===== src/rtl/kb_tx_pkg.sv =====
// Shared constants for the PS/2 host transmitter: FSM encoding, register map,
// STATUS bit positions and the clock divisors for the 100 us / 20 ms intervals.
package kb_tx_pkg;

  localparam logic [2:0] ST_IDLE    = 3'd0;
  localparam logic [2:0] ST_INHIBIT = 3'd1;
  localparam logic [2:0] ST_START   = 3'd2;
  localparam logic [2:0] ST_SHIFT   = 3'd3;
  localparam logic [2:0] ST_ACK     = 3'd4;

  // Values of adr_i[2]
  localparam logic REG_TXDATA = 1'b0;
  localparam logic REG_STATUS = 1'b1;

  localparam int STAT_BUSY    = 0;
  localparam int STAT_DONE    = 1;
  localparam int STAT_NOACK   = 2;
  localparam int STAT_TIMEOUT = 3;
  localparam int STAT_OVR     = 4;
  localparam int STAT_IRQ_EN  = 8;

  // CLOCK_FREQ / DIV_100US = cycles in 100 us, CLOCK_FREQ / DIV_20MS = cycles in 20 ms
  localparam int DIV_100US = 10000;
  localparam int DIV_20MS  = 50;

  function automatic logic odd_parity(input logic [7:0] d);
    return ~^d;
  endfunction

endpackage


===== src/rtl/kb_sync2.sv =====
// Two-flop synchronizer for an idle-high PS/2 line; resets to 1 (released line).
module kb_sync2 (
  input  logic clk_i,
  input  logic rst_i,
  input  logic d_i,
  output logic q_o
);

  logic meta;

  always_ff @(posedge clk_i) begin
    if (rst_i) begin
      meta <= 1'b1;
      q_o  <= 1'b1;
    end else begin
      meta <= d_i;
      q_o  <= meta;
    end
  end

endmodule


===== src/rtl/kb_tx.sv =====
// PS/2 host-to-device transmitter with a small Wishbone-style register interface.
// Software writes a byte to TXDATA; STATUS reports busy/done/noack/timeout/overrun.
module kb_tx
  import kb_tx_pkg::*;
#(
  parameter int CLOCK_FREQ = 50000000
) (
  input  logic        clk_i,
  input  logic        rst_i,
  input  logic        cyc_i,
  input  logic        stb_i,
  input  logic        we_i,
  input  logic [3:0]  sel_i,
  input  logic [31:0] adr_i,
  input  logic [31:0] dat_i,
  output logic [31:0] dat_o,
  output logic        ack_o,
  output logic        int_o,
  input  logic        kb_clk_i,
  input  logic        kb_dat_i,
  output logic        kb_clk_oe_o,
  output logic        kb_dat_oe_o
);

  localparam int INHIBIT_CYCLES = CLOCK_FREQ / DIV_100US;
  localparam int TIMEOUT_CYCLES = CLOCK_FREQ / DIV_20MS;
  localparam int CNT_W          = $clog2(TIMEOUT_CYCLES + 1);
  localparam logic [CNT_W-1:0] INH_LAST = CNT_W'(INHIBIT_CYCLES - 1);
  localparam logic [CNT_W-1:0] TO_LAST  = CNT_W'(TIMEOUT_CYCLES - 1);

  logic [2:0]       state;
  logic [CNT_W-1:0] cnt;
  logic [7:0]       tx_data;
  logic             tx_par;
  logic [3:0]       bit_cnt;
  logic             shift_oe;
  logic             done, noack, timeout, ovr, irq_en;
  logic             clk_s, dat_s, clk_s_d;
  logic [31:0]      status_word;

  kb_sync2 u_sync_clk (.clk_i(clk_i), .rst_i(rst_i), .d_i(kb_clk_i), .q_o(clk_s));
  kb_sync2 u_sync_dat (.clk_i(clk_i), .rst_i(rst_i), .d_i(kb_dat_i), .q_o(dat_s));

  // Handshake: a request is cyc_i & stb_i while ack_o is low; it is serviced in the
  // cycle it is seen, and ack_o answers the following cycle for exactly one cycle
  // with dat_o valid only during that ack (0 otherwise).
  logic req, wr_tx, wr_st, w1c, busy, start_tx, kb_fall, in_frame;
  logic set_done, set_noack, set_timeout, set_ovr, ack_edge;

  assign req      = cyc_i & stb_i & ~ack_o;
  assign wr_tx    = req & we_i & (adr_i[2] == REG_TXDATA) & sel_i[0];
  assign wr_st    = req & we_i & (adr_i[2] == REG_STATUS);
  assign w1c      = wr_st & sel_i[0];
  assign busy     = (state != ST_IDLE);
  assign start_tx = wr_tx & ~busy;
  assign set_ovr  = wr_tx & busy;
  assign kb_fall  = clk_s_d & ~clk_s;
  assign in_frame = (state == ST_START) | (state == ST_SHIFT) | (state == ST_ACK);

  // A final ack edge landing on the timeout cycle still counts as a completed frame.
  assign ack_edge    = (state == ST_ACK) & kb_fall;
  assign set_done    = ack_edge & ~dat_s;
  assign set_noack   = ack_edge & dat_s;
  assign set_timeout = in_frame & (cnt == TO_LAST) & ~ack_edge;

  always_comb begin
    status_word               = '0;
    status_word[STAT_BUSY]    = busy;
    status_word[STAT_DONE]    = done;
    status_word[STAT_NOACK]   = noack;
    status_word[STAT_TIMEOUT] = timeout;
    status_word[STAT_OVR]     = ovr;
    status_word[STAT_IRQ_EN]  = irq_en;
  end

  always_ff @(posedge clk_i) begin
    if (rst_i) begin
      ack_o    <= 1'b0;
      dat_o    <= '0;
      done     <= 1'b0;
      noack    <= 1'b0;
      timeout  <= 1'b0;
      ovr      <= 1'b0;
      irq_en   <= 1'b0;
      clk_s_d  <= 1'b1;
      state    <= ST_IDLE;
      cnt      <= '0;
      tx_data  <= '0;
      tx_par   <= 1'b0;
      bit_cnt  <= '0;
      shift_oe <= 1'b0;
    end else begin
      ack_o   <= req;
      dat_o   <= (req & ~we_i & (adr_i[2] == REG_STATUS)) ? status_word : '0;
      clk_s_d <= clk_s;

      // Hardware set wins over a simultaneous write-1-to-clear.
      done    <= (done    & ~(w1c & dat_i[STAT_DONE]))    | set_done;
      noack   <= (noack   & ~(w1c & dat_i[STAT_NOACK]))   | set_noack;
      timeout <= (timeout & ~(w1c & dat_i[STAT_TIMEOUT])) | set_timeout;
      ovr     <= (ovr     & ~(w1c & dat_i[STAT_OVR]))     | set_ovr;
      if (wr_st && sel_i[1]) irq_en <= dat_i[STAT_IRQ_EN];

      case (state)
        ST_IDLE: begin
          if (start_tx) begin
            tx_data <= dat_i[7:0];
            tx_par  <= odd_parity(dat_i[7:0]);
            cnt     <= '0;
            state   <= ST_INHIBIT;
          end
        end
        ST_INHIBIT: begin
          if (cnt == INH_LAST) begin
            cnt   <= '0;
            state <= ST_START;
          end else begin
            cnt <= cnt + 1'b1;
          end
        end
        ST_START, ST_SHIFT, ST_ACK: begin
          cnt <= cnt + 1'b1;
          if (set_timeout) begin
            shift_oe <= 1'b0;
            state    <= ST_IDLE;
          end else if (kb_fall) begin
            if (state == ST_START) begin
              shift_oe <= ~tx_data[0];
              bit_cnt  <= 4'd1;
              state    <= ST_SHIFT;
            end else if (state == ST_SHIFT) begin
              bit_cnt <= bit_cnt + 1'b1;
              if (bit_cnt < 4'd8) begin
                shift_oe <= ~tx_data[bit_cnt[2:0]];
              end else if (bit_cnt == 4'd8) begin
                shift_oe <= ~tx_par;
              end else begin
                shift_oe <= 1'b0;
                state    <= ST_ACK;
              end
            end else begin
              state <= ST_IDLE;
            end
          end
        end
        default: state <= ST_IDLE;
      endcase
    end
  end

  // Open-drain controls decode straight from state, so a reset releases the lines
  // in the very next cycle.
  assign kb_clk_oe_o = (state == ST_INHIBIT);
  assign kb_dat_oe_o = ((state == ST_INHIBIT) && (cnt == INH_LAST)) ||
                       (state == ST_START) ||
                       ((state == ST_SHIFT) && shift_oe);
  assign int_o = irq_en & (done | noack | timeout | ovr);

  logic unused_bits;
  assign unused_bits = ^{adr_i[31:3], adr_i[1:0], sel_i[3:2], dat_i[31:9]};

endmodule


===== config.mk =====
export PLATFORM = sky130hd
export DESIGN_NAME = kb_tx
export DESIGN_NICKNAME = d
export VERILOG_FILES = /design/src/rtl/kb_tx_pkg.sv /design/src/rtl/kb_sync2.sv /design/src/rtl/kb_tx.sv
export SDC_FILE = /design/constraint.sdc
export NUM_CORES = 1
export LEC_CHECK = 0
export CORE_MARGIN = 2
export CORE_UTILIZATION = 41
export CTS_BUF_LIST = sky130_fd_sc_hd__clkbuf_4
export CTS_CLUSTER_SIZE = 12
export DETAILED_ROUTE_END_ITERATION = 10
export PLACE_DENSITY = 0.9
export SLEW_MARGIN = 30
export SYNTH_ARGS = -nofsm -noshare
export SYNTH_HDL_FRONTEND = slang
export SYNTH_SLANG_ARGS = --single-unit

===== constraint.sdc =====
create_clock -name clk_i -period 1.8 [get_ports clk_i]
set_input_delay 0.27 -clock clk_i [delete_from_list [all_inputs] [get_ports clk_i]]
set_output_delay 0.27 -clock clk_i [all_outputs]
set_load 0.01 [all_outputs]

==> flow_summary.toml, run 1 <==
[status]
status = "finished, violations left"
failed_checks = "setup timing"

[place]
dp_hpwl_um = 5270
placed_cell_area_sq_um = 3540
place.gp.congestion = 0.885
port_buffers = 28
placed_cells = 483
dpl_worst_slack_ns = -0.468

[worst_setup_path]
required_ns = 1.53
crit_path_end_kind = "output pin"
reg2reg_depth = 8
path_class = "reg2out"
critPathArrivalTime_ns = 2.07
path_max_fanout = 2
cp-start-kind = "flop"

[floorplanning]
coreArea_sq_um = 6760
die_area_sq_um = 7660
pin_count = 111
dieHeight_um = 87.5
start_util_pct = 42.3
std_cell_rows = 30
die_x_um = 87.5

[final_layout]
design_area_sq_um = 3840
syn_to_final_growth_pct = 34.2
fillers = 539
n_antenna_cell = 0
fin_cells = 499
drive_gt1_share_pct = 26.5
final_nets = 496

[clocking]
clk_pin_slew_ns = 0.17
cts_buffer_depth = 2
worstSkewPairLatency_ns = 0.41
cts.sinks = 54
numCtsBuffers = 5
root_buffer = "clkbuf_4"
htree_levels = 2
cts_hold_buffers = 0
cts_tree = "done"

[hold_path]
min_path_type = "in2reg"
whs_path_depth = 2

[routing]
drtIter0Drc = 240
vias_per_cell = 5.80
via_count = 2893
drt_pass1_iterations = 5
drt-total-wl_um = 8580
ant_nets = 0
drc = 0
post_drt_wl_per_cell_um = 17.2

[global_routing]
grt_pass1_wl_um = 12300
grt_max_degree = 25
antenna_found_initial = 0
grt_remaining_overflow = 0
grt_pass1_vias = 2632
grtUsageTotal_pct = 20.0

[synthesis]
yosysWarnings = 0
muxShareOfSynthArea_pct = 5.43
synth_edf_count = 0
synth_top_area_share_pct = 37.8
yosysSeqAreaShare_pct = 37.8
syn_inst = 331
ys_ff_latch = 54
synth_top_family_by_area = "simple AND/OR/NAND/NOR gates"
async_flop_share_pct = 0
avgSynthCellArea_sq_um = 8.64
synth_largest_area_cell = "dfxtp_1"
synth.distinct_cells = 52
yosys.area_share.simple_pct = 28.0
synth_area_sq_um = 2860
synthAdderAreaFrac_pct = 1.31
synth_ff_type = "dfxtp_1"
synth_xor_area_share_pct = 6.74
synth_compound_area_share_pct = 10.6
synthTopCellsByArea = "dfxtp_1 38%, buf_4 7.4%, nor2_1 5.0%"

[run]
maxCapViolations = 0

[pwr]
p_leak_nw = 1.45
total_power_w = 0.00304
p_per_area_nw_per_um2 = 793
ir_drop_uv = 335

[timing]
setup_viol_count_final = 30
slew_viol_final = 0
rsz0062_at_grt = "yes"
finalCriticalPeriod_ns = 2.34
slew_headroom_pct = 62.0
fmax_ghz = 0.427
worstMarginPinSlew_ns = 0.565
post-route-period-util_pct = 130
hold_viol = 0
worst_slack_ns = -0.541
whs_ns = 0.406
finClkSkew_ns = 0.0200
-- synthesized netlist by cell type, types with 5 or more instances --
master    count
dfxtp_1      54
nor2_1       38
buf_4        28
nand2_1      23
nand4_1      16
a21oi_1      13
o21ai_0      13
xor2_1       12
mux2i_1      11
nand3_1      11
nor3_1       10
xnor2_1      10
inv_1         9
and2_1        7
clkbuf_1      7
and3_1        6
nor4_1        6
or2_2         5
or3_1         5
-- worst max-delay path, cell delays in order (launching register included) --
cell	delay, ns
dfxtp_2	0.35
or4b_4	0.54
nor4_4	0.18
and3_4	0.23
nand3b_1	0.09
a21oi_2	0.13
buf_2	0.15
-- layout make-up --
cell class                 instances  area [sq um]  share of cell area [%]
tap                               80           100                    2.61
sequential                        54          1090                    28.4
timing repair buffer              93           798                    20.8
clock inverter                     3          47.5                    1.24
inverter                           9          33.8                   0.880
clock buffer                       5          37.5                   0.978
multi-input combinational        255          1730                    45.1
-- timing repair --
item | CTS | global route
gates resized for setup | 15 | 35
gates cloned | 0 | 2
pin swaps | 4 | 11
buffers inserted | 5 | 4
endpoints found under the setup margin | 31 | 33
-- path summary, 6_finish.rpt --
path | from | end | slack (ns)
worst min-delay path | kb_dat_i | u_sync_dat.meta | 0.41
worst max-delay path | cnt[3] | kb_dat_oe_o | -0.54
worst max register to register | cnt[3] | cnt[10] | -0.35
worst min register to register | u_sync_clk.meta | u_sync_clk.q_o | 0.43
-- cell usage in the layout (no fill, tap or decap), types with 4 or more instances in the layout --
master | netlist | final
nand2_1 | 23 | 23
xor2_1 | 12 | 12
mux2i_1 | 11 | 11
nand4_1 | 16 | 16
a21oi_1 | 13 | 10
nor3_1 | 10 | 10
clkdlybuf4s50_1 | 0 | 25
and2_1 | 7 | 7
buf_4 | 28 | 59
xnor2_1 | 10 | 10
nand3_1 | 11 | 10
dfxtp_2 | 0 | 4
conb_1 | 1 | 26
or3_1 | 5 | 5
clkbuf_4 | 0 | 5
dfxtp_1 | 54 | 49
o21ai_0 | 13 | 12
and3_1 | 6 | 4
inv_1 | 9 | 8
nor4_1 | 6 | 6
or2_2 | 5 | 5
nor2_1 | 38 | 32
nor2_4 | 0 | 5
-- cells by family after synthesis --
logic type | Yosys count
flip-flops | 54
buffers and inverters | 47
multiplexers | 13
AND/OR/NAND/NOR | 146
other | 1
adder cells (fa/ha/maj) | 3
XOR/XNOR | 22
AO/OA/AOI/OAI | 45
-- power by group --
| part | switching [W] | internal, W | total, W | leakage, nW |
|---|---|---|---|---|
| clock network | 0.000420 | 0.000300 | 0.000720 | 0.0458 |
| registers | 0.0000470 | 0.00125 | 0.00130 | 0.439 |
| logic | 0.000568 | 0.000453 | 0.00102 | 0.969 |
| total | 0.00103 | 0.00201 | 0.00304 | 1.45 |
-- flip-flops by register name, summed over array words and instances (netlist names) --
| register | flops |
|---|---|
| ack_o | 1 |
| shift_oe | 1 |
| ovr | 1 |
| dat_o | 6 |
| timeout | 1 |
| u_sync_dat.meta | 1 |
| clk_s_d | 1 |
| u_sync_clk.meta | 1 |
| tx_par | 1 |
| u_sync_clk.q_o | 1 |
| irq_en | 1 |
| cnt | 20 |
| done | 1 |
| noack | 1 |
| tx_data | 8 |
| bit_cnt | 4 |
| u_sync_dat.q_o | 1 |
| state | 3 |
-- per-layer routing --
layer	global-route usage [%]	wire length, um
met5	0	0
met4	9.09	432
met2	34.5	4410
met3	2.94	598
met1	24.6	3130
-- per-stage QoR --
stage / utilization [%] / setup TNS [ns]
after floorplan: - / 0
after global placement: 52.4 / -5.01
after detailed placement: 52.4 / -5.74
after CTS: 54.5 / -7.99
after global routing: 56.8 / -9.65
final: 56.8 / -7.49
Note: power is estimated with default switching activity, not from simulation.
==> inputs of run 2 (changes only) <==
--- a/config.mk
+++ b/config.mk
@@ -6,11 +6,12 @@
 export NUM_CORES = 1
 export LEC_CHECK = 0
 export CORE_MARGIN = 2
-export CORE_UTILIZATION = 41
+export CORE_UTILIZATION = 59
 export CTS_BUF_LIST = sky130_fd_sc_hd__clkbuf_4
 export CTS_CLUSTER_SIZE = 12
 export DETAILED_ROUTE_END_ITERATION = 10
-export PLACE_DENSITY = 0.9
+export DONT_BUFFER_PORTS = 1
+export PLACE_DENSITY = 0.89
 export SLEW_MARGIN = 30
 export SYNTH_ARGS = -nofsm -noshare
 export SYNTH_HDL_FRONTEND = slang
==> run 2 against run 1 <==
  * The run still ends with setup timing left
  * Largest power group unchanged
  * Sequential cell count stayed put
  * Critical path depth shrank 1
  * Setup slack improved by 0.033 ns
  * Non-clock buffer count is 41 lower
  * Clock-buffer cell count did not move
  * First-iteration DRC count rose by 57%
  * Total power is 7.6% lower
  * Clock skew shrank 0.0079 ns
  * Routed wire length is essentially flat
==> flow_summary.toml, run 2 (synthesized netlist as in run 1, its figures left out) <==
[worst_setup_path]
required_ns = 1.53
crit_buf_inv = 0
r2r_start = "cnt[3]"
path_class = "reg2out"
reg2reg_depth = 9
crit_path_end_kind = "output pin"
regToRegSetupSlack_ns = -0.47
cp_top_family = "simple AND/OR/NAND/NOR gates"
cp-start-kind = "flop"
setup.worst_path.start = "cnt[3]"
path_cells = "or4b_4 > nor4_4 > and3_4 > nand3b_1 > a21oi_2"
r2r-end = "cnt[19]"
max_stage_delay_ns = 0.56
critPathArrivalTime_ns = 2.04
slowest_stage = "or4b_4"
path_max_fanout = 2

[routing]
drt-total-wl_um = 8570
drt_pass1_iterations = 8
via_count = 2831
drtIter0Drc = 378
vias_per_cell = 6.55
ant_nets = 0
drc = 0
post_drt_wl_per_cell_um = 19.8

[hold_path]
min_path_type = "in2reg"
whs_path_depth = 2
holdPathEnd = "tx_data[0]"
min_from = "dat_i[0]"

[timing]
slew_headroom_pct = 33.0
setup_viol_count_final = 28
finClkSkew_ns = 0.0121
rsz0062_at_grt = "yes"
finalCriticalPeriod_ns = 2.31
worst_slack_ns = -0.508
whs_ns = 0.00916
hold_viol = 0
worstMarginPinSlew_ns = 1.00
slew_viol_final = 0
fmax_ghz = 0.433
post-route-period-util_pct = 128

[global_routing]
antenna_found_initial = 0
grt_pass1_vias = 2645
grt_remaining_overflow = 0
use_met1_pct = 30.4
use_met3_pct = 8.37
grt_pass1_wl_um = 11800
grt_max_degree = 26
grt.busiest_layer = "met2"
grtUsageTotal_pct = 28.6
grt_util_met2_pct = 49.1

[floorplanning]
pin_count = 111
die_area_sq_um = 5420
start_util_pct = 60.9
std_cell_rows = 25
dieHeight_um = 73.6
coreArea_sq_um = 4690
die_x_um = 73.6

[clocking]
numCtsBuffers = 5
htree_levels = 2
worstSkewPairLatency_ns = 0.40
root_buffer = "clkbuf_4"
cts_buffer_depth = 2
clk_pin_slew_ns = 0.16
cts_tree = "done"
cts.sinks = 54

[final_layout]
largest_reg_flops = 20
fillers = 284
drive_gt1_share_pct = 25.4
syn_to_final_growth_pct = 21.1
top_regs = "cnt x20, tx_data x8, dat_o x6"
mostFrequentLayoutCells = "47 x dfxtp_1, 38 x nor2_1, 34 x buf_4"
post-route-util_pct = 73.8
final_nets = 455
top_register = "cnt"
mostFrequentLayoutCell = "dfxtp_1"
n_antenna_cell = 0

[pwr]
p_leak_nw = 1.29
p_per_area_nw_per_um2 = 812
ir_drop_uv = 704

[place]
place.gp.congestion = 0.916
port_buffers = 0
dp_hpwl_um = 4770

[status]
failed_checks = "setup timing"
status = "finished, violations left"

[run]
maxCapViolations = 0
## run 2: changes by cell type in the layout (fill, tap and decap cells not counted), moves of 2 or more
| cell | previous run | this run |
|---|---|---|
| buf_6 | 3 | 9 |
| dfxtp_2 | 4 | 7 |
| dfxtp_1 | 49 | 47 |
| nor3_4 | 0 | 2 |
| buf_4 | 59 | 34 |
| nor2_4 | 5 | 0 |
| clkdlybuf4s50_1 | 25 | 0 |
| nor3_1 | 10 | 8 |
| nor2_1 | 32 | 38 |
| dlygate4sd3_1 | 0 | 5 |
## run 2: report_power, final
group / switching (W) / leakage [nW] / total, W / internal [W]
registers: 0.0000354 / 0.440 / 0.00129 / 0.00125
logic: 0.000569 / 0.822 / 0.000982 / 0.000413
clock network: 0.000397 / 0.0286 / 0.000543 / 0.000146
## run 2: cell type report
cell class | instances | area [sq um] | share of cell area (%)
Inverter | 9 | 36.3 | 1.05
Clock inverter | 3 | 16.3 | 0.470
Multi-Input combinational cell | 255 | 1740 | 50.3
Tap cell | 54 | 67.6 | 1.95
Clock buffer | 5 | 37.5 | 1.08
Sequential cell | 54 | 1090 | 31.5
Timing Repair Buffer | 52 | 474 | 13.7
## run 2: worst max-delay path by stage
stage	cells past startpoint	to	slack (ns)
6_report	5	kb_dat_oe_o	-0.51
3_3_place_gp	5	state[1]	-0.05
5_1_grt	5	kb_dat_oe_o	-0.58
4_1_cts	5	kb_dat_oe_o	-0.51
3_5_place_dp	6	cnt[19]	-0.13
2_1_floorplan	5	state[0]	0.002
## run 2: timing repair
item                                   CTS  global route
hold buffers                             4             1
setup endpoints to repair               30            40
cloned                                   2             1
setup buffers                            5             4
resized for setup                       14            35
pin swaps                               11            10
endpoints found under the hold margin   25             1
## run 2: per-layer routing
layer	vias up	share of wire, %	wire length (um)
li1	1216	-	-
met1	1312	33	2850
met2	229	51	4400
met3	74	9.1	783
met4	0	6.3	539
met5	-	0	0
## run 2: stage by stage
step                cells  setup WS, ns  power (W)  TNS, ns  area, sq um
finish                432        -0.508    0.00281    -9.74         3460
global route          432        -0.579    0.00293   -12.00         3460
CTS                   427        -0.510    0.00261    -8.59         3290
detailed placement    408        -0.127    0.00205    -3.05         3070
global placement      408       -0.0521    0.00201   -0.696         3070
floorplan             356       0.00237    0.00186        0         2960
==> inputs of run 3 (changes only) <==
--- a/config.mk
+++ b/config.mk
@@ -8,6 +8,7 @@
 export CORE_MARGIN = 2
 export CORE_UTILIZATION = 59
 export CTS_BUF_LIST = sky130_fd_sc_hd__clkbuf_4
+export CTS_CLUSTER_DIAMETER = 100
 export CTS_CLUSTER_SIZE = 12
 export DETAILED_ROUTE_END_ITERATION = 10
 export DONT_BUFFER_PORTS = 1
==> results of run 3 <==
No change in the layout: final DEF, timing and power equal those of run 2.
